**src/rtl/tsl1401_line_capture.sv**
```systemverilog
`default_nettype none
// ============================================================================
// Module   : tsl1401_line_capture
// Brief    : Runs one SPI ADC conversion per sequencer AD trigger and emits
//            indexed pixel words plus per-line done/short/overrun status.
// Revision : 1.0  initial release
// ============================================================================
module tsl1401_line_capture #(
    parameter int NUM_PIXELS   = 128,
    parameter int SCLK_DIV     = 2,
    parameter int QUIET_CYCLES = 4,
    parameter int FRAME_BITS   = 16,
    parameter int ADC_BITS     = 12
) (
    input  logic                clk,
    input  logic                reset,
    input  logic                sensor_si,
    input  logic                ad_trig,
    output logic                adc_cs_n,
    output logic                adc_sclk,
    input  logic                adc_miso,
    output logic                pixel_valid,
    output logic [ADC_BITS-1:0] pixel_data,
    output logic [6:0]          pixel_index,
    output logic                line_done,
    output logic                line_short,
    output logic                overrun
);

    localparam logic [6:0] c_LAST_IDX   = 7'(NUM_PIXELS - 1);
    localparam logic [7:0] c_DIV_LAST   = 8'(SCLK_DIV - 1);
    localparam logic [7:0] c_QUIET_LAST = 8'(QUIET_CYCLES - 1);
    localparam logic [7:0] c_BITS_LAST  = 8'(FRAME_BITS - 1);

    typedef enum logic [2:0] {
        ST_IDLE     = 3'd0,
        ST_SETUP    = 3'd1,
        ST_SHIFT_HI = 3'd2,
        ST_SHIFT_LO = 3'd3,
        ST_QUIET    = 3'd4
    } state_t;

    state_t              r_state;
    logic                r_si_d;
    logic                r_trig_d;
    logic                r_line_active;
    logic [6:0]          r_trig_count;
    logic [6:0]          r_cap_index;
    logic [7:0]          r_div_cnt;
    logic [7:0]          r_bit_cnt;
    logic [ADC_BITS-1:0] r_shift;

    logic       w_si_rise;
    logic       w_trig_rise;
    logic       w_line_active;
    logic [6:0] w_next_index;
    logic       w_accept;
    logic       w_div_done;

    // An SI rise is applied before a coincident trigger, so that trigger
    // becomes index 0 of the new line.
    assign w_si_rise     = sensor_si & ~r_si_d;
    assign w_trig_rise   = ad_trig & ~r_trig_d;
    assign w_line_active = w_si_rise | r_line_active;
    assign w_next_index  = w_si_rise ? 7'd0 : r_trig_count;
    assign w_accept      = w_trig_rise & w_line_active;
    assign w_div_done    = (r_div_cnt == c_DIV_LAST);

    always_ff @(posedge clk or negedge reset) begin
        if (!reset) begin
            r_state       <= ST_IDLE;
            r_si_d        <= 1'b0;
            r_trig_d      <= 1'b0;
            r_line_active <= 1'b0;
            r_trig_count  <= '0;
            r_cap_index   <= '0;
            r_div_cnt     <= '0;
            r_bit_cnt     <= '0;
            r_shift       <= '0;
            adc_cs_n      <= 1'b1;
            adc_sclk      <= 1'b0;
            pixel_valid   <= 1'b0;
            pixel_data    <= '0;
            pixel_index   <= '0;
            line_done     <= 1'b0;
            line_short    <= 1'b0;
            overrun       <= 1'b0;
        end else begin
            r_si_d      <= sensor_si;
            r_trig_d    <= ad_trig;
            pixel_valid <= 1'b0;
            line_done   <= 1'b0;
            line_short  <= 1'b0;

            if (w_si_rise) begin
                r_trig_count  <= '0;
                r_line_active <= 1'b1;
                overrun       <= 1'b0;
                if (r_line_active) begin
                    line_done  <= 1'b1;
                    line_short <= 1'b1;
                end
            end

            // A trigger while busy still consumes its index; only the
            // conversion is dropped.
            if (w_accept) begin
                r_trig_count <= w_next_index + 7'd1;
                if (w_next_index == c_LAST_IDX) begin
                    r_line_active <= 1'b0;
                end
                if (r_state != ST_IDLE) begin
                    overrun <= 1'b1;
                    if (w_next_index == c_LAST_IDX) begin
                        line_done <= 1'b1;
                    end
                end
            end

            case (r_state)
                ST_IDLE: begin
                    if (w_accept) begin
                        r_cap_index <= w_next_index;
                        adc_cs_n    <= 1'b0;
                        r_div_cnt   <= '0;
                        r_bit_cnt   <= '0;
                        r_state     <= ST_SETUP;
                    end
                end
                ST_SETUP: begin
                    if (w_div_done) begin
                        r_div_cnt <= '0;
                        adc_sclk  <= 1'b1;
                        r_shift   <= {r_shift[ADC_BITS-2:0], adc_miso};
                        r_state   <= ST_SHIFT_HI;
                    end else begin
                        r_div_cnt <= r_div_cnt + 8'd1;
                    end
                end
                ST_SHIFT_HI: begin
                    if (w_div_done) begin
                        r_div_cnt <= '0;
                        adc_sclk  <= 1'b0;
                        r_state   <= ST_SHIFT_LO;
                    end else begin
                        r_div_cnt <= r_div_cnt + 8'd1;
                    end
                end
                ST_SHIFT_LO: begin
                    if (w_div_done) begin
                        r_div_cnt <= '0;
                        if (r_bit_cnt == c_BITS_LAST) begin
                            adc_cs_n    <= 1'b1;
                            pixel_valid <= 1'b1;
                            pixel_data  <= r_shift;
                            pixel_index <= r_cap_index;
                            if (r_cap_index == c_LAST_IDX) begin
                                line_done <= 1'b1;
                            end
                            r_state <= ST_QUIET;
                        end else begin
                            r_bit_cnt <= r_bit_cnt + 8'd1;
                            adc_sclk  <= 1'b1;
                            r_shift   <= {r_shift[ADC_BITS-2:0], adc_miso};
                            r_state   <= ST_SHIFT_HI;
                        end
                    end else begin
                        r_div_cnt <= r_div_cnt + 8'd1;
                    end
                end
                ST_QUIET: begin
                    if (r_div_cnt == c_QUIET_LAST) begin
                        r_div_cnt <= '0;
                        r_state   <= ST_IDLE;
                    end else begin
                        r_div_cnt <= r_div_cnt + 8'd1;
                    end
                end
                default: begin
                    adc_cs_n <= 1'b1;
                    adc_sclk <= 1'b0;
                    r_state  <= ST_IDLE;
                end
            endcase
        end
    end

endmodule
`default_nettype wire

```
**config.mk**
```make
export PLATFORM = sky130hd
export DESIGN_NAME = tsl1401_line_capture
export DESIGN_NICKNAME = d
export VERILOG_FILES = /design/src/rtl/tsl1401_line_capture.sv
export SDC_FILE = /design/constraint.sdc
export NUM_CORES = 1
export LEC_CHECK = 0
export BUFFER_PORTS_ARGS = -buffer_cell sky130_fd_sc_hd__buf_2
export CAP_MARGIN = 20
export CORE_MARGIN = 2
export CORE_UTILIZATION = 60
export DETAILED_ROUTE_END_ITERATION = 10
export PLACE_DENSITY = 0.8
export SYNTH_ARGS = -nofsm -noshare
export SYNTH_HDL_FRONTEND = slang
export SYNTH_SLANG_ARGS = --single-unit
```
**constraint.sdc**
```tcl
create_clock -name clk -period 4.3 [get_ports clk]
set_input_delay 0.645 -clock clk [delete_from_list [all_inputs] [get_ports clk]]
set_output_delay 0.645 -clock clk [all_outputs]
set_load 0.01 [all_outputs]
```
### Yosys cells after proc, flatten, opt, wreduce, memory -nomap -nowiden

Cells that the tools add are included.

| cells by class | value |
|---|---|
| reduce and logical (&&, ||, !) cells | 16 |
| equal/unequal tests | 16 |
| bitwise logic cells | 8 |
| add/subtract/negate cells | 3 |
| mux-type cells | 47 |

Operator list:

| cell | number |
|---|---|
| $mux W8 | 5 |
| $mux W12 | 3 |
| $mux W1 | 25 |
| $pmux W12 S2 | 1 |
| $pmux W8 S3 | 1 |
| $mux W3 | 6 |
| $add A8 B1 Y8 const B | 2 |
| $pmux W8 S2 | 1 |
| $pmux W3 S5 | 1 |
| $eq A7 B7 Y1 const B | 2 |
| $mux W7 | 2 |
| $ne A2 B2 Y1 const B | 7 |
| $reduce_and A4 Y1 | 3 |
| $reduce_and A5 Y1 | 2 |
| $eq A8 B1 Y1 const B | 1 |
| $eq A8 B2 Y1 const B | 1 |
| $eq A8 B4 Y1 const B | 1 |
| $add A7 B1 Y7 const B | 1 |
| $eq A3 B2 Y1 const B | 2 |
| $reduce_bool A3 Y1 | 2 |
| $reduce_or A3 Y1 | 2 |
| $not A1 Y1 | 4 |
| $pmux W1 S4 | 1 |
| $reduce_and A2 Y1 | 2 |
| other kinds (9) | 12 |

| storage, ports and cells | value |
|---|---|
| word-level logic and storage cells | 107 |
| register bits | 73 |

### Logic depth before layout (Yosys ltp)

Gate-level depths: netlist of the first run.

| logic depth | value |
|---|---|
| word-level depth | 11 |
| gate-level depth with buffers | 9 |
| depth with buffers taken out | 8 |

### Least setup slack after synthesis of the first run

OpenSTA, ideal clock, no wires.

| timing | value |
|---|---|
| path type | flip-flop to flip-flop |
| start point | register r_bit_cnt[0] |
| end point | register pixel_data[0] |
| setup slack | 2112 ps |
| clock period less this slack | 2188 ps |
| data arrival time | 2063 ps |
| buffers on the path | 2 |
| stages on the path, launching flop included | 8 |
| cell sequence | dfrtp_1 > ha_1 > and3_1 > clkbuf_1 > nand2_1 > nor4_4 > buf_8 > mux2_4 |

| between the ends | value |
|---|---|
| longest elaborated chain between the ends | 2 |

RTL lines:

| what | line | RTL |
|---|---|---|
| from (decl) | 50 | `logic [7:0] r_bit_cnt;` |
| from (signal assigned) | 162 | `r_bit_cnt <= r_bit_cnt + 8'd1;` |
| $eq A8 B4 Y1 | 152 | `if (r_bit_cnt == c_BITS_LAST) begin` |
| $reduce_and A3 Y1 (no source line) | n/a |  |
| to (signal assigned) | 155 | `pixel_data <= r_shift;` |
| to (decl) | 23 | `output logic [ADC_BITS-1:0] pixel_data,` |

Every way passes these cells.
A chain may end at the register's enable or synchronous reset.

### Worst setup path after layout of the first run

| timing | value |
|---|---|
| start point | register r_div_cnt[3] |
| end point | register r_shift[7] |

| between the ends | value |
|---|---|
| longest elaborated chain between the ends | 3 |
| elaborated cells between the ends (all ways) | 4 |
| classes of those cells | 3 x eq/ne; 1 x reduce/logical |

RTL lines:

| what | line | RTL |
|---|---|---|
| from (decl) | 49 | `logic [7:0] r_div_cnt;` |
| from (signal assigned) | 137 | `r_div_cnt <= r_div_cnt + 8'd1;` |
| from (signal assigned) | 146 | `r_div_cnt <= r_div_cnt + 8'd1;` |
| from (signal assigned) | 168 | `r_div_cnt <= r_div_cnt + 8'd1;` |
| $eq A8 B1 Y1 * | 67 | `assign w_div_done = (r_div_cnt == c_DIV_LAST);` |
| $ne A2 B2 Y1 (no source line) | n/a |  |
| $reduce_and A4 Y1 (no source line) * | n/a |  |
| to (signal assigned) | 134 | `r_shift <= {r_shift[ADC_BITS-2:0], adc_miso};` |
| to (signal assigned) | 164 | `r_shift <= {r_shift[ADC_BITS-2:0], adc_miso};` |
| to (decl) | 51 | `logic [ADC_BITS-1:0] r_shift;` |

Every way passes the cells marked *; elsewhere a longest branch is shown, timed or not.

==> results of run 1 <==
cell type report:
type / count / area, um^2 / share of cell area
Clock buffer: 10 / 138 / 0.0373
Timing Repair Buffer: 32 / 165 / 0.0447
Clock inverter: 6 / 90.1 / 0.0244
Sequential cell: 73 / 1830 / 0.495
Inverter: 9 / 33.8 / 0.00915
Multi-Input combinational cell: 188 / 1350 / 0.366
Tap cell: 70 / 87.6 / 0.0237
routing by layer:
layer / part of all wire / wire [um]
met1: 0.48 / 2840
met2: 0.47 / 2820
met3: 0.033 / 195
met4: 0.019 / 112
met5: 0 / 0
logic make-up after synthesis:
group,Yosys count,share of synthesized area
AND/OR/NAND/NOR,98,0.157
multiplexers,33,0.124
adder cells (fa/ha/maj),4,0.0153
flip-flops,73,0.558
AO/OA/AOI/OAI,42,0.0859
buffers and inverters,21,0.0302
XOR/XNOR,11,0.0294
report_power, final:
part           switching [W]  leakage, nW  internal, W  total [W]
combinational      0.0000293        0.806    0.0000119  0.0000411
clock               0.000261        0.113     0.000344   0.000605
sequential        0.00000688        0.951     0.000696   0.000703
total               0.000297         1.87      0.00105    0.00135
worst max path at each step:
stage	start	end	slack, ns	cells past startpoint
finish	r_div_cnt[3]	r_shift[7]	2.02	5
global route	r_div_cnt[3]	r_shift[7]	1.81	5
CTS	r_div_cnt[3]	r_shift[7]	2.00	5
detailed placement	sensor_si	r_bit_cnt[0]	1.82	5
global placement	sensor_si	r_bit_cnt[0]	1.92	5
floorplan	r_bit_cnt[0]	pixel_data[0]	2.11	7
state kept, by name, summed over array words and instances, names as in the netlist:
signal and count:
r_trig_d 1, line_short 1, r_state 3, pixel_index 7, r_trig_count 7, r_bit_cnt 8
overrun 1, r_shift 12, pixel_data 12, r_si_d 1, adc_sclk 1, r_cap_index 7
pixel_valid 1, adc_cs_n 1, r_div_cnt 8, r_line_active 1, line_done 1
synth_stat cells (2+ instances only):
library cell   n  area, um^2
a2111oi_0      3        26.3
a21o_1         5        37.5
a21oi_1       10        50.1
a31oi_1        6        37.5
and2_1         2        12.5
and3_1         6        37.5
and3_2         3        22.5
buf_4          2        15.0
clkbuf_1       8        30.0
dfrtp_1       72        1800
ha_1           4        50.1
inv_1          9        33.8
mux2_2        22         248
mux2_4        10         150
nand2_1       32         120
nand2b_1       5        31.3
nand3_1       14        70.1
nand4_1        6        37.5
nor2_1        17        63.8
nor2b_1        3        18.8
nor3_1         4        20.0
nor4_4         2        42.5
o21ai_0        8        40.0
xnor2_1        5        43.8
xor2_1         6        52.6
metrics by stage:
stage | setup WS [ns] | utilization
6_report | 2.02 | 0.709
5_1_grt | 1.81 | 0.709
4_1_cts | 2.00 | 0.709
3_5_place_dp | 1.82 | 0.666
3_3_place_gp | 1.92 | 0.665
2_1_floorplan | 2.11 | -
==> run metrics, run 1 <==
critical path class reg -> reg; IO Pins 30; n_diodes 0; initial antenna violation count 0; Worst R2R End r_shift[7]; Finished Cell Area 3690 um^2; setup_tns 0 ns; fillers 360; WL per Instance 15.4 um; setup repair bufs after CTS 0; share of layout cells above drive strength 1 0.289; Hold Fails Final Rpt 0; status complete, no violations; worst-path maximum fanout 12; Lkg Pwr 1.87 nW; Max Cap Viol 0; via count 2,156; Hold Slack approximately 0.35 ns; final layout net count approximately 320; largest net degree at the start of global routing 41; IO Port Bufs 29; Synth Instances 282; Vias/cell about 5.6; CP delay by family, top simple AND/OR/NAND/NOR gates; fin. max-slew vios 0; num rows 26; Post-Route WL between 5000 and 6000 um; fin cells 388; GP Congestion 0.838; Antenna Nets Post-Route 0; clock sink count 73; core area 5200 um^2; dominant synthesized flop cell dfrtp_1; full die area approximately 6100 um^2; Syn Nets slightly below 300; CTS tree built; total gr overflow 0; cts hold-fix bufs 0; Final Power approximately 0.0013 W; VDD IR max 301 uV; first-pass GRT wire length 10,400 um; Cell variety after synth 43; Avg Inst Size Synth 11.6 um^2; commonest non-fill, non-tap cell in the layout dfrtp_1; most frequent cells in the layout dfrtp_1, nand2_1, buf_2, mux2_2, nor2_1; fin crit share 0.531; CTS clock-pin slew for the worst setup and hold paths 0.08 ns; number of synthesized flops with an enable pin 0; synthesized cell area 3280 um^2; CP endpoint kind flip-flop; crit path cell chain nor4_4, nand3_2, nor3_1, nand2_1, mux2_2; hpwl dp around 4100 um; clk root buf clkbuf_8; Pwr Density ~370 nW/um^2; Async SR Flop Fraction 1.00; H-tree depth reported by CTS 3; GR Util met1 0.307; Area Growth Syn to Fin 12.7%; Max clock buf depth 2; Worst Skew 0.0102 ns; worst path required time about 4.5 ns; CTS buffer count 9; Initial Util 0.630; final setup fails 0; initial detailed-routing violation count 96; critical path's largest stage delay 0.48 ns; Crit path buffers/inverters 0; FMAX 438 MHz; GRT Total Usage 0.222; Residual DRC 0; placed insts 372; number of gates resized after CTS 0; Worst slew margin 0.489; chip width a little under 80 um; unrepaired setup endpoints after global routing no; FF-to-FF setup slack 2.02 ns; Seq cells post-synth 73; met3 GRT Util 0.0465; worst reg2reg path startpoint r_div_cnt[3]; Period minus WS final approximately 2.3 ns; Hold WC Path Type in -> async; Slowest cell on crit path dfrtp_1; synthesis warning total 0; worst skew pair latency 0.35 ns; die boundary height between 70 and 80 um; post-synthesis sequential area ratio 0.558; Worst Path Arrival 2.52 ns; M2 GR Usage 0.345; number of detailed-route iterations in the first pass 4; nature of the critical path startpoint flip-flop; placed inst area roughly 3500 um^2; worst-margin pin slew 0.761 ns; most used routing layer met2; vias in the first global route about 2,200; worst reg-to-reg path cell count 5
No activity file was read; power rests on OpenSTA's default activity.
==> inputs of run 2 (changes only) <==
--- a/config.mk
+++ b/config.mk
@@ -5,12 +5,13 @@
 export SDC_FILE = /design/constraint.sdc
 export NUM_CORES = 1
 export LEC_CHECK = 0
+export ABC_AREA = 1
 export BUFFER_PORTS_ARGS = -buffer_cell sky130_fd_sc_hd__buf_2
 export CAP_MARGIN = 20
 export CORE_MARGIN = 2
-export CORE_UTILIZATION = 60
+export CORE_UTILIZATION = 54
 export DETAILED_ROUTE_END_ITERATION = 10
-export PLACE_DENSITY = 0.8
+export PLACE_DENSITY = 0.76
 export SYNTH_ARGS = -nofsm -noshare
 export SYNTH_HDL_FRONTEND = slang
 export SYNTH_SLANG_ARGS = --single-unit
==> constraint.sdc (replaced) <==
create_clock -name clk -period 2 [get_ports clk]
set_input_delay 0.3 -clock clk [delete_from_list [all_inputs] [get_ports clk]]
set_output_delay 0.3 -clock clk [all_outputs]
set_load 0.01 [all_outputs]
==> run metrics, run 2 <==
first-pass GRT wire length about 12,000 um; largest net degree at the start of global routing 74; worst-margin pin slew 0.458 ns; Cell variety after synth 34; cell with the most instances after synthesis nand2_1; Synth Area in Adders 0.0140; Finished Core Util 0.624; GP Congestion 0.920; H-tree depth reported by CTS 3; status complete, no violations; synth cell count leaders nand2_1, dfrtp_1, nand3_1; multiplexer share of the synthesized area 0; Vias/cell 5.21; post-synthesis sequential area ratio 0.513; Lkg Pwr 2.14 nW; flip-flop and latch area 1830 um^2; Residual DRC 0; Sw Share 0.389; Seq pwr share 0.458; fin. max-slew vios 0; most frequent cells in the layout nand2_1, dfrtp_1, nand3_1, nor2_1, buf_2; internal power 0.00253 W; Synth Area in Simple Gates 0.356; commonest non-fill, non-tap cell in the layout nand2_1; critical path class reg -> reg; chip width 85.2 um; Clock Power Share 0.258; Area Growth Syn to Fin 11.2%; share of layout cells above drive strength 1 0.175; initial detailed-routing violation count around 210; Logic pwr share 0.285; synthesized cell area 3560 um^2; CTS clock-pin slew for the worst setup and hold paths 0.09 ns; hpwl dp 4770 um; WL per Instance about 13 um; Initial Util 0.561; CP endpoint kind flip-flop; clock sink count 73; clk root buf clkbuf_8; worst skew pair latency 0.35 ns; full die area 7260 um^2; die boundary height around 85 um; multi-input logic area 1550 um^2; setup repair bufs after CTS 0; final setup fails 0; number of detailed-route iterations in the first pass 4; Post-Route WL 6910 um; number of synthesized flops with an enable pin 0; Hold WC Path Type in -> reg; num rows 29; complex-gate fraction of the synthesized area 0.0534; Async SR Flop Fraction 1.00; cts hold-fix bufs 1; Synth Instances 427; number of gates resized after CTS 0; Worst Skew 0.0108 ns; Switch Pwr roughly 0.0016 W; Period minus WS final 1.77 ns; FMAX roughly 560 MHz; fin crit share 0.887; Hold Fails Final Rpt 0; worst path required time 2.29 ns; Worst Path Arrival 2.07 ns; Antenna Nets Post-Route 0; Synth top area share 0.506; cell taking the most area after synthesis dfrtp_1; Avg Inst Size Synth 8.34 um^2; critical path's largest stage delay 0.42 ns; VDD IR max approximately 560 uV; initial antenna violation count 0; unrepaired setup endpoints after global routing no; vias in the first global route 2,739; setup_tns 0 ns; Slowest cell on crit path dfrtp_1; IO Port Bufs 29; fillers 536; Pwr Density 1040 nW/um^2; GRT Total Usage 0.214; Worst slew margin 0.694; CTS buffer count 9; IO Pins 30; final layout net count 472; Seq cells post-synth 73; largest family of logic cells by synthesized area simple AND/OR/NAND/NOR gates; Max Cap Viol 0; synthesis warning total 0; CTS tree built; n_diodes 0; nature of the critical path startpoint flip-flop; dominant cells by area after synthesis dfrtp_1, nand2_1, nand3_1, nor2_1, inv_1; total gr overflow 0; core area 6350 um^2; Max clock buf depth 2; Syn Nets about 440; Top Registers pixel_data (12), r_shift (12); crit path cell chain ha_1, nand3_2, nor2_4, nand3b_4, nor2_4, nand2_1, nand2_1; worst-path maximum fanout 20; Synth Area in XOR/XNOR 0.0123; dominant synthesized flop cell dfrtp_1; via count ~2,800
-- run 2: kinds of logic after synthesis --
| family | count (synthesis) |
|---|---|
| DFF | 73 |
| buffers and inverters | 38 |
| and+or+nand+nor | 274 |
| xor gates and xnor gates | 5 |
| adders and majority gates | 4 |
| AOI/OAI and AO/OA | 33 |
-- run 2: worst paths after layout --
check,to,start,cells after the start,slack [ns]
max in group asynchronous,adc_cs_n,reset,3,1.16
max,pixel_data[0],r_bit_cnt[0],7,0.23
min reg2reg,r_trig_count[3],r_trig_count[3],1,0.47
min in group asynchronous,pixel_data[3],reset,3,0.49
min,r_trig_d,ad_trig,1,0.07
max reg2reg,pixel_data[0],r_bit_cnt[0],7,0.23
-- run 2: stage by stage --
| step | worst slack (ns) | area, um^2 | power [W] | instances | hold WS [ns] |
|---|---|---|---|---|---|
| 5_1_grt | 0.0643 | 3960 | 0.00445 | 545 | 0.0583 |
| 6_report | 0.226 | 3960 | 0.00414 | 545 | 0.0719 |
| 3_3_place_gp | 0.326 | 3770 | 0.00306 | 528 | 0.358 |
| 3_5_place_dp | 0.233 | 3770 | 0.00310 | 528 | 0.362 |
| 2_1_floorplan | 0.538 | 3560 | 0.00280 | 427 | 0.00441 |
| 4_1_cts | 0.217 | 3960 | 0.00417 | 545 | 0.0571 |
-- run 2: power by group through the flow --
stage,combinational (W),clock [W],sequential [W]
final,0.00118,0.00107,0.00189
after global routing,0.00135,0.00117,0.00193
after CTS,0.00119,0.00109,0.00189
after detailed placement,0.00118,0,0.00192
after global placement,0.00115,0,0.00191
after floorplan,0.000933,0,0.00187
-- run 2: metal layers --
layer  up-vias  track usage  routed length (um)
li1       1440            -                   -
met4         0       0.0866                 124
met3        12       0.0379                 247
met2        49        0.346                3320
met1      1338        0.287                3230
met5         -            0                   0
-- run 2: worst max-delay path, delay by kind of cell, from the launching register on --
family	cells	cell delay (ns)
AND/OR/NAND/NOR	6	1.07
adder cells (fa/ha/maj)	1	0.24
flip-flops	1	0.42
-- run 2: final cells by class --
cell class,instances,share of cell area
sequential,73,0.461
multi-input combinational,316,0.392
clock inverter,7,0.0133
clock buffer,9,0.0313
timing repair buffer,33,0.0480
inverter,30,0.0297
tap,77,0.0243
==> inputs of run 3 (changes only) <==
--- a/config.mk
+++ b/config.mk
@@ -12,6 +12,7 @@
 export CORE_UTILIZATION = 54
 export DETAILED_ROUTE_END_ITERATION = 10
 export PLACE_DENSITY = 0.76
+export SKIP_CTS_REPAIR_TIMING = 1
 export SYNTH_ARGS = -nofsm -noshare
 export SYNTH_HDL_FRONTEND = slang
 export SYNTH_SLANG_ARGS = --single-unit
==> constraint.sdc (replaced) <==
create_clock -name clk -period 1.55 [get_ports clk]
set_input_delay 0.2325 -clock clk [delete_from_list [all_inputs] [get_ports clk]]
set_output_delay 0.2325 -clock clk [all_outputs]
set_load 0.01 [all_outputs]
==> run metrics, run 3 (same netlist as run 2, synthesis figures left out) <==
VDD IR max 902 uV; status finished with violations; Worst Skew 0.0103 ns; FMAX 642 MHz; full die area 7260 um^2; via count 3,169; Lkg Pwr 2.41 nW; worst reg-to-reg path cell count 8; IO Pins 30; largest net degree at the start of global routing 41; met2 WL 4310 um; CP delay by family, top simple AND/OR/NAND/NOR gates; Hold Fails Final Rpt 0; first-pass GRT wire length 12,400 um; fin crit share 1.01; stages on the worst setup path 8; vias in the first global route around 2,800; Residual DRC 0; CTS buffer count 9; Antenna Nets Post-Route 0; most numerous cell on the critical path nor2_4; total gr overflow 0; unrepaired setup endpoints after global routing yes; nature of the critical path startpoint flip-flop; Top Registers pixel_data (12), r_shift (12); worst-path maximum fanout 6; Vias/cell between 5 and 6; share of layout cells above drive strength 1 0.275; commonest non-fill, non-tap cell in the layout nand2_1; chip width 85.2 um; num rows 29; Finished Core Util 0.711; max layer used met4; most frequent cells in the layout nand2_1, dfrtp_1, nand3_1, buf_4; routed wl met3 423 um; H-tree depth reported by CTS 3; number of detailed-route iterations in the first pass 5; fin cells just under 600; clock sink count 73; crit path cell chain nor2_1, nand2_2, nor2_8, nor2_4, nor2_4, buf_4, nand3_1, nand2_1; Max clock buf depth 2; critical path class reg -> reg; Crit path buffers/inverters 1; worst path required time around 1.8 ns; final setup fails 3; CTS clock-pin slew for the worst setup and hold paths 0.08 ns; Slowest cell on crit path dfrtp_1; met1 WL 3510 um; clk root buf clkbuf_8; Area Growth Syn to Fin 26.7%; Post-Route WL around 8400 um; worst skew pair latency 0.35 ns; n_diodes 0; CTS tree built; Pwr Density 1390 nW/um^2; Initial Util 0.561; Setup WS post-layout -0.00878 ns; Hold WC Path Type in -> reg; initial detailed-routing violation count 252; initial antenna violation count 0; IO Port Bufs 29; core area 6350 um^2; CP endpoint kind flip-flop; placed insts between 500 and 600; Worst Path Arrival approximately 1.8 ns; GP Congestion 0.915; WL per Instance 14.3 um; die boundary height 85.2 um; Max Cap Viol 0; placed inst area 3950 um^2; Worst slew margin 0.667; WHS Path Cells 1; critical path's largest stage delay 0.42 ns; Finished Cell Area 4510 um^2; DP Worst Slack -0.0376 ns; failing checks negative setup slack; worst-margin pin slew 0.500 ns; GRT Total Usage 0.213; Period minus WS final 1.56 ns; final layout net count about 520; hpwl dp 5210 um; fin. max-slew vios 0
==> run 3: final timing paths <==
kind / from / to / slack, ns
worst max-delay path: r_div_cnt[7] / r_bit_cnt[5] / -0.009
worst min-delay path: sensor_si / r_si_d / 0.03
worst max register to register: r_div_cnt[7] / r_bit_cnt[5] / -0.009
worst min register to register: pixel_data[11] / pixel_data[11] / 0.47
max in group asynchronous: reset / r_cap_index[2] / 0.58
min in group asynchronous: reset / pixel_data[2] / 0.37
==> run 3: area by class of cell <==
cell class                      count  area (um^2)
Fill cell                         479         1840
Sequential cell                    73         1830
Multi-Input combinational cell    317         1670
Timing Repair Buffer               76          574
Clock buffer                       11          141
Inverter                           30          120
Tap cell                           77         96.3
Clock inverter                      5         85.1
==> run 3: power breakdown <==
| group | internal, W | switching [W] | leakage (nW) |
|---|---|---|---|
| Clock | 0.000962 | 0.000715 | 0.111 |
| Sequential | 0.00217 | 0.000271 | 0.969 |
| Combinational | 0.000851 | 0.00132 | 1.33 |
| Total | 0.00398 | 0.00231 | 2.41 |
==> run 3: metal layers <==
| layer | vias up | track usage |
|---|---|---|
| li1 | 1522 | - |
| met1 | 1512 | 0.294 |
| met2 | 113 | 0.330 |
| met3 | 22 | 0.0350 |
| met4 | 0 | 0.0981 |
| met5 | - | 0 |
==> run 3: stage by stage <==
stage | hold slack (ns) | TNS, ns | total power [W]
6_report | 0.0304 | -0.0119 | 0.00629
4_1_cts | -0.163 | -0.312 | 0.00588
3_5_place_dp | 0.220 | -0.211 | 0.00419
5_1_grt | 0.0227 | -1.78 | 0.00664
2_1_floorplan | -0.0631 | 0 | 0.00362
3_3_place_gp | 0.215 | 0 | 0.00414
==> run 3: worst register-to-register path: cells and delay by family, from the launching register on <==
family / cells / cell delay [ns]
buffers and inverters: 1 / 0.16
flip-flops: 1 / 0.42
AND/OR/NAND/NOR: 7 / 0.91
